**config.mk**
```make
export PLATFORM = sky130hd
export DESIGN_NAME = wb_port_arbiter
export DESIGN_NICKNAME = d
export VERILOG_FILES = /design/src/rtl/wb_port_arbiter.sv
export SDC_FILE = /design/constraint.sdc
export NUM_CORES = 1
export LEC_CHECK = 0
export CORE_UTILIZATION = 32
export DETAILED_ROUTE_END_ITERATION = 10
export DONT_BUFFER_PORTS = 1
export PLACE_DENSITY_LB_ADDON = 0.25
export RECOVER_POWER = 100
export SYNTH_ARGS = -nofsm -noshare
export SYNTH_HDL_FRONTEND = slang
export SYNTH_SLANG_ARGS = --single-unit
```
**constraint.sdc**
```tcl
create_clock -name clk -period 3.1 [get_ports clk]
set_input_delay 0.465 -clock clk [delete_from_list [all_inputs] [get_ports clk]]
set_output_delay 0.465 -clock clk [all_outputs]
set_load 0.05 [all_outputs]
```
**src/rtl/wb_port_arbiter.sv**
```systemverilog
// Write-back port arbiter: an ALU source and a data-memory source, each with a
// one-entry holding buffer, share one registered register-file write port.
module wb_port_arbiter #(
  parameter int DW = 8,
  parameter int AW = 3
) (
  input  logic                clk,
  input  logic                reset,
  input  logic                alu_valid,
  input  logic [AW-1:0]       alu_addr,
  input  logic [DW-1:0]       alu_data,
  output logic                alu_ready,
  input  logic                dm_valid,
  input  logic [AW-1:0]       dm_addr,
  input  logic [DW-1:0]       dm_data,
  output logic                dm_ready,
  output logic                wb_en,
  output logic [AW-1:0]       wb_addr,
  output logic [DW-1:0]       wb_data,
  output logic [(2**AW)-1:0]  pend_mask,
  output logic [7:0]          conflict_cnt
);

  typedef enum logic {SRC_ALU = 1'b0, SRC_DM = 1'b1} src_e;

  logic          alu_full_q, alu_full_d, alu_young_q, alu_young_d;
  logic [AW-1:0] alu_addr_q, alu_addr_d;
  logic [DW-1:0] alu_data_q, alu_data_d;
  logic          dm_full_q, dm_full_d, dm_young_q, dm_young_d;
  logic [AW-1:0] dm_addr_q, dm_addr_d;
  logic [DW-1:0] dm_data_q, dm_data_d;
  src_e          rr_q, rr_d;
  logic          wb_en_q, wb_en_d;
  logic [AW-1:0] wb_addr_q, wb_addr_d;
  logic [DW-1:0] wb_data_q, wb_data_d;
  logic [7:0]    cnt_q, cnt_d;

  logic          both_full, grant_alu, grant_dm, grant_any;
  logic          alu_accept, dm_accept;
  logic [AW-1:0] gnt_addr;
  logic [DW-1:0] gnt_data;

  assign both_full = alu_full_q & dm_full_q;

  always_comb begin
    // NOTE: every output of a combinational block gets a default first so no latch is inferred.
    grant_alu = 1'b0;
    grant_dm  = 1'b0;
    if (both_full) begin
      if (alu_addr_q == dm_addr_q) begin
        // Same destination: write in arrival order; simultaneous loads favour DM.
        if (dm_young_q && !alu_young_q) grant_alu = 1'b1;
        else                            grant_dm  = 1'b1;
      end else if (rr_q == SRC_ALU) begin
        grant_alu = 1'b1;
      end else begin
        grant_dm = 1'b1;
      end
    end else begin
      grant_alu = alu_full_q;
      grant_dm  = dm_full_q;
    end
  end

  assign grant_any  = grant_alu | grant_dm;
  assign gnt_addr   = grant_dm ? dm_addr_q : alu_addr_q;
  assign gnt_data   = grant_dm ? dm_data_q : alu_data_q;
  assign alu_ready  = ~reset & (~alu_full_q | grant_alu);
  assign dm_ready   = ~reset & (~dm_full_q | grant_dm);
  assign alu_accept = alu_valid & alu_ready;
  assign dm_accept  = dm_valid & dm_ready;

  always_comb begin
    alu_full_d  = alu_full_q;
    alu_addr_d  = alu_addr_q;
    alu_data_d  = alu_data_q;
    alu_young_d = alu_young_q;
    dm_full_d   = dm_full_q;
    dm_addr_d   = dm_addr_q;
    dm_data_d   = dm_data_q;
    dm_young_d  = dm_young_q;

    // The other side draining makes this entry the oldest one left.
    if (grant_dm)  alu_young_d = 1'b0;
    if (grant_alu) dm_young_d  = 1'b0;
    if (grant_alu) begin
      alu_full_d  = 1'b0;
      alu_young_d = 1'b0;
    end
    if (grant_dm) begin
      dm_full_d  = 1'b0;
      dm_young_d = 1'b0;
    end
    if (alu_accept) begin
      alu_full_d  = 1'b1;
      alu_addr_d  = alu_addr;
      alu_data_d  = alu_data;
      alu_young_d = dm_full_q & ~grant_dm;
    end
    if (dm_accept) begin
      dm_full_d  = 1'b1;
      dm_addr_d  = dm_addr;
      dm_data_d  = dm_data;
      dm_young_d = alu_full_q & ~grant_alu;
    end

    rr_d = rr_q;
    if (both_full) rr_d = grant_alu ? SRC_DM : SRC_ALU;

    cnt_d = cnt_q;
    if (both_full && cnt_q != 8'hFF) cnt_d = cnt_q + 8'd1;

    // r0 is hardwired: its entry is consumed but never written.
    wb_en_d   = grant_any && (gnt_addr != '0);
    wb_addr_d = grant_any ? gnt_addr : wb_addr_q;
    wb_data_d = grant_any ? gnt_data : wb_data_q;
  end

  always_ff @(posedge clk) begin
    // NOTE: sequential state uses non-blocking assignments so all registers update together.
    if (reset) begin
      alu_full_q  <= 1'b0;
      alu_addr_q  <= '0;
      alu_data_q  <= '0;
      alu_young_q <= 1'b0;
      dm_full_q   <= 1'b0;
      dm_addr_q   <= '0;
      dm_data_q   <= '0;
      dm_young_q  <= 1'b0;
      rr_q        <= SRC_ALU;
      wb_en_q     <= 1'b0;
      wb_addr_q   <= '0;
      wb_data_q   <= '0;
      cnt_q       <= '0;
    end else begin
      alu_full_q  <= alu_full_d;
      alu_addr_q  <= alu_addr_d;
      alu_data_q  <= alu_data_d;
      alu_young_q <= alu_young_d;
      dm_full_q   <= dm_full_d;
      dm_addr_q   <= dm_addr_d;
      dm_data_q   <= dm_data_d;
      dm_young_q  <= dm_young_d;
      rr_q        <= rr_d;
      wb_en_q     <= wb_en_d;
      wb_addr_q   <= wb_addr_d;
      wb_data_q   <= wb_data_d;
      cnt_q       <= cnt_d;
    end
  end

  always_comb begin
    pend_mask = '0;
    if (alu_full_q) pend_mask[alu_addr_q] = 1'b1;
    if (dm_full_q)  pend_mask[dm_addr_q]  = 1'b1;
    pend_mask[0] = 1'b0;
  end

  assign wb_en        = wb_en_q;
  assign wb_addr      = wb_addr_q;
  assign wb_data      = wb_data_q;
  assign conflict_cnt = cnt_q;

endmodule

```
==> summary.md, run 1 <==
| Metric | Value |
|---|---|
| Die ar. | `7240 sq um` |
| H-tree depth | `2` |
| CP startpoint | `dm_addr_q[0]` |
| Minimum clock period | `2.75 ns` |
| Status | `finished, violations left` |
| Total CTS buffers | `5` |
| Tightest Pin Transition | `1.64 ns` |
| Nets | `270` |
| Failing checks | `capacitance limit, slew limit` |
| Area leader, netlist | `dfxtp_1` |
| Hold path depth | `1` |
| Synth warn | `0` |
| Mapped cell area | `2210 sq um` |
| GRT Total Usage | `14.5%` |
| Sequential share of the synthesized area | `42.6%` |
| Root cell of the clock tree | `clkbuf_8` |
| DRC violations left | `0` |
| Total Wirelength | `5.07 mm` |
| Post-Synthesis Cells | `243` |
| Longest Clk Path Bufs | `2` |
| Net Count, Synth | `270` |
| P&R area growth vs syn | `2.94%` |
| Drt wl/cell | `15.7 microns` |
| Slew HR | `-9.38%` |
| Post-route ant nets | `0` |
| Die width | `85.1 microns` |
| Routability Congestion | `0.757` |
| Tot Pwr | `1.26 mW` |
| Top Ports | `56` |
| WL met2 | `2.26 mm` |
| Hold Fails Final Rpt | `0` |
| Commonest non-fill, non-tap cell in the layout | `nor2_1` |
| Distinct cells, synth | `43` |
| Largest net degree at the start of global routing | `51` |
| Worst slack, placed | `0.710 ns` |
| Vias | `1579` |
| Final WS setup | `0.347 ns` |
| Skew final | `0.00436 ns` |
| DR top layer | `met4` |
| Most frequent cells in the layout | `62 x nor2_1, 47 x dfxtp_1, 12 x mux2i_1` |
| FMAX | `363 MHz` |
| Post-CTS Setup Bufs | `0` |
| Crit Reg-Reg Startpoint | `dm_addr_q[0]` |
| Initial Utilization | `34.0%` |
| First-pass GRT wire length | `8.11 mm` |
| TritonCTS clock tree | `done` |
| Post-CTS sizing | `0` |
| Hold Buf Count CTS | `0` |
| Post-Place Cells | `313` |
| Slew Viols, Final | `1` |
| Fillers | `679` |
| Total gr overflow | `0` |
| Final setup fails | `0` |
| WS Path Type | `flop to output pin` |
| Post-Place Cell Area | `2280 sq um` |
| Metal3 WL | `352 microns` |
| Fin cells | `322` |
| Multi-input logic area | `1090 sq um` |
| Vias/cell | `4.90` |
| Iter 0 DRT Violations | `63` |
| Setup TNS | `0 ns` |
| Worst hold path startpoint | `reset` |
| RSZ-0062 raised after global routing | `no` |
| Worst EP arrival | `2.29 ns` |
| Cell Rows | `29` |
| Vias in the first global route | `1485` |
| Clk pin slew, worst setup/hold paths | `0.09 ns` |
| Die H | `85.1 microns` |
| CP startpoint kind | `flop` |
| Pwr/cell area | `553 nW/um^2` |
| Crit Path Max Fanout | `8` |
| CP required | `2.63 ns` |
| # Max-Cap Violations | `1` |
| Fin area | `2270 sq um` |
| P_leak | `0.884 nW` |
| Worst skew pair latency | `0.30 ns` |
| Fin crit share | `88.8%` |
| Initial antenna violation count | `1` |
| Synth area leaders | `dfxtp_1 43%, nor2_1 11%, mux2_4 6.8%, mux2i_1 5.4%, nor2b_1 3.1%` |
| CP endpoint kind | `output pin` |
| Synthesized flop and latch total | `47` |
| M1 wire length | `2.39 mm` |
| FF+latch area | `941 sq um` |
| Num Clock Sinks | `47` |
| DRT Pass-1 Iters | `4` |
| VDD IR-drop max | `0.148 mV` |
| I/O Buffers | `0` |
| Share of the synthesized area in the top cell type | `42.6%` |
| Hold crit path type | `input port to flop` |
| Synthesized area per cell | `9.09 sq um` |
| Post-detail-place hpwl | `3.50 mm` |
| Fraction of layout cells with a size suffix above 1 | `6.97%` |
| Cells on worst reg2reg path | `5` |
| Core area | `6490 sq um` |
==> sequential cells by signal (all words and copies together) (netlist names) <==
register,flops
alu_young_q,1
alu_addr_q,3
alu_full_q,1
rr_q,1
dm_young_q,1
alu_data_q,8
dm_full_q,1
wb_data,8
wb_en,1
conflict_cnt,8
dm_data_q,8
wb_addr,3
dm_addr_q,3
==> cell type report <==
| class | count | share of cell area (%) |
|---|---|---|
| multi-input cells | 175 | 48.0 |
| flip-flops and latches | 47 | 41.4 |
| well taps | 77 | 4.24 |
| clock buffers | 5 | 3.03 |
| repair buffers | 10 | 1.76 |
| clock inverters | 3 | 0.880 |
| inverters | 4 | 0.660 |
| diodes | 1 | 0.110 |
==> worst max-delay path, cell delays in order (launching register included) <==
cell and delay, ns:
dfxtp_1 0.49, xor2_1 0.19, or4_1 0.66, a21oi_1 0.31
nor2_1 0.09, clkbuf_2 0.24
==> cells in the mapped netlist (all sizes together) <==
library cell,instances
or3,1
dfxtp,47
a211oi,1
inv,4
or3b,1
nor3b,2
a31o,2
clkbuf,7
o21ai,2
xnor2,5
or4,2
nand2b,7
mux2,11
o22a,1
mux2i,12
nand3,5
and3,1
o22ai,5
nand3b,1
nor4,11
nand2,8
a21oi,5
nor3,5
nor2b,11
o31ai,1
and2,1
xor2,4
nand4,1
nor2,62
a31oi,1
ha,1
or2,1
buf,10
o32ai,2
o2111ai,1
conb,1
==> path summary, 6_finish.rpt <==
path | end | slack (ns)
setup reg to reg | dm_data_q[0] | 0.46
setup / recovery | dm_ready | 0.35
hold reg to reg | wb_data[5] | 0.49
hold / removal | conflict_cnt[6] | 0.22
==> cells by family (layout without fill, tap and decap cells) <==
| logic type | after synthesis | count (layout) | synth area share, % |
|---|---|---|---|
| buffers and inverters | 21 | 22 | 5.89 |
| DFF | 47 | 47 | 42.6 |
| muxes | 23 | 23 | 12.7 |
| AOI/OAI and AO/OA | 21 | 21 | 7.48 |
| xor gates and xnor gates | 9 | 9 | 4.59 |
| adders and majority gates | 1 | 1 | 0.566 |
| and+or+nand+nor | 120 | 120 | 26.0 |
| other | 1 | 2 | 0.170 |
==> report_power, final <==
group / switching, mW / internal [mW]
Combinational: 0.0922 / 0.0608
Sequential: 0.0851 / 0.642
Clock: 0.220 / 0.157
==> per-layer routing <==
metal	track usage [%]	vias up
met3	4.96	5
met1	19.0	715
met2	22.6	39
met5	0	-
li1	-	820
met4	4.62	0
==> per-stage QoR <==
step	utilization, %	hold slack (ns)
finish	35.0	0.224
global route	35.0	0.209
floorplan	-	0.464
CTS	36.5	0.210
global placement	35.1	0.477
detailed placement	35.1	0.479
No activity file was read; power rests on OpenSTA's default activity.
==> run 2, diff against run 1 <==
CORE_UTILIZATION = 50   (was 32)
PLACE_DENSITY = 0.62   (was default)
PLACE_DENSITY_LB_ADDON = default   (was 0.25)
==> summary.md, run 2 (synthesis results as in run 1) <==
| Metric | Value |
|---|---|
| Vias in the first global route | `1460` |
| Num Clock Sinks | `47` |
| GRT Total Usage | `20.4%` |
| DR top layer | `met4` |
| Post-CTS sizing | `0` |
| Utilization after layout | `54.0%` |
| Total CTS buffers | `5` |
| Die ar. | `4690 sq um` |
| Tightest Pin Transition | `1.70 ns` |
| Initial antenna violation count | `0` |
| CP required | `2.63 ns` |
| Vias | `1655` |
| P_sw | `0.380 mW` |
| Die width | `68.5 microns` |
| Worst skew pair latency | `0.30 ns` |
| Initial Utilization | `53.7%` |
| I/O Buffers | `0` |
| Post-CTS Setup Bufs | `0` |
| P_leak | `0.884 nW` |
| Failing checks | `capacitance limit, slew limit` |
| Hold Buf Count CTS | `0` |
| Fraction of layout cells with a size suffix above 1 | `6.20%` |
| Nets | `269` |
| M1 wire length | `1.98 mm` |
| WL met2 | `1.99 mm` |
| DRC violations left | `0` |
| Skew final | `0.0110 ns` |
| Vias/cell | `5.67` |
| Int Pwr | `0.857 mW` |
| Minimum clock period | `2.77 ns` |
| P&R area growth vs syn | `0.510%` |
| WS Path Type | `flop to output pin` |
| Pwr/cell area | `557 nW/um^2` |
| CP endpoint kind | `output pin` |
| Post-route ant nets | `0` |
| FMAX | `362 MHz` |
| # Max-Cap Violations | `2` |
| Slew HR | `-13.4%` |
| Routability Congestion | `0.811` |
| CP startpoint kind | `flop` |
| Ant. Diodes | `0` |
| First-pass GRT wire length | `6.98 mm` |
| Cell Rows | `23` |
| Metal3 WL | `406 microns` |
| Worst EP arrival | `2.30 ns` |
| Hold crit path type | `input port to flop` |
| Status | `finished, violations left` |
| Iter 0 DRT Violations | `113` |
| RSZ-0062 raised after global routing | `no` |
| FF+latch area | `941 sq um` |
| Fin crit share | `89.2%` |
| Flop pwr share | `58.8%` |
| TritonCTS clock tree | `done` |
| Slew Viols, Final | `2` |
| Largest net degree at the start of global routing | `51` |
| Total gr overflow | `0` |
| Clk pin slew, worst setup/hold paths | `0.09 ns` |
| Commonest non-fill, non-tap cell in the layout | `nor2_1` |
| Final setup fails | `0` |
| Post-detail-place hpwl | `3.05 mm` |
| Logic pwr share | `12.3%` |
| Clock power share | `28.9%` |
| VDD IR-drop max | `0.267 mV` |
| Sw Ratio | `30.7%` |
| Crit Path Max Fanout | `8` |
| Most frequent cells in the layout | `62 x nor2_1, 47 x dfxtp_1, 12 x mux2i_1` |
| Core area | `4120 sq um` |
| Top Ports | `56` |
| Root cell of the clock tree | `clkbuf_8` |
| H-tree depth | `2` |
| Longest Clk Path Bufs | `2` |
| Total Wirelength | `4.44 mm` |
| Setup TNS | `0 ns` |
| Hold Fails Final Rpt | `0` |
| Multi-input logic area | `1080 sq um` |
| Fillers | `410` |
| DRT Pass-1 Iters | `4` |
| Drt wl/cell | `15.2 microns` |
| Die H | `68.5 microns` |
-- run 2: power by group through the flow --
stage | Combinational, mW | Sequential, mW | Clock, mW
2_1_floorplan | 0.167 | 0.727 | 0
3_3_place_gp | 0.165 | 0.740 | 0
3_5_place_dp | 0.170 | 0.741 | 0
4_1_cts | 0.171 | 0.728 | 0.367
5_1_grt | 0.168 | 0.733 | 0.391
6_report | 0.152 | 0.727 | 0.358
-- run 2: worst paths after layout --
check,startpoint,end,slack (ns),cells past startpoint
worst max-delay path,dm_full_q,pend_mask[2],0.33,2
worst min-delay path,reset,alu_data_q[2],0.22,1
worst max register to register,dm_addr_q[0],dm_data_q[0],0.48,5
worst min register to register,dm_data_q[5],wb_data[5],0.49,2
-- run 2: stage by stage --
| stage | cell area (sq um) | worst slack [ns] | hold slack [ns] | power [mW] | instances |
|---|---|---|---|---|---|
| after floorplan | 2210 | 0.504 | 0.464 | 0.894 | 243 |
| after global placement | 2240 | 0.778 | 0.475 | 0.906 | 285 |
| after detailed placement | 2240 | 0.751 | 0.483 | 0.912 | 285 |
| after CTS | 2320 | 0.409 | 0.217 | 1.27 | 292 |
| after global routing | 2220 | 0.229 | 0.210 | 1.29 | 292 |
| final | 2220 | 0.335 | 0.223 | 1.24 | 292 |
-- run 2: final cells by class --
class | count | area share (%)
inverters | 4 | 0.676
well taps | 50 | 2.82
clock inverters | 2 | 0.620
repair buffers | 9 | 1.63
flip-flops and latches | 47 | 42.4
multi-input cells | 175 | 48.8
clock buffers | 5 | 3.10
-- run 2: per-layer routing --
layer	global-route usage [%]	up-vias
met5	0	-
met4	7.03	0
met3	8.67	6
met2	30.3	59
met1	26.3	775
li1	-	815
-- run 2: critical path, stage by stage, from the launching register on --
cell     delay, ns
dfxtp_1       0.49
nand2_1       0.16
o32ai_1       1.35
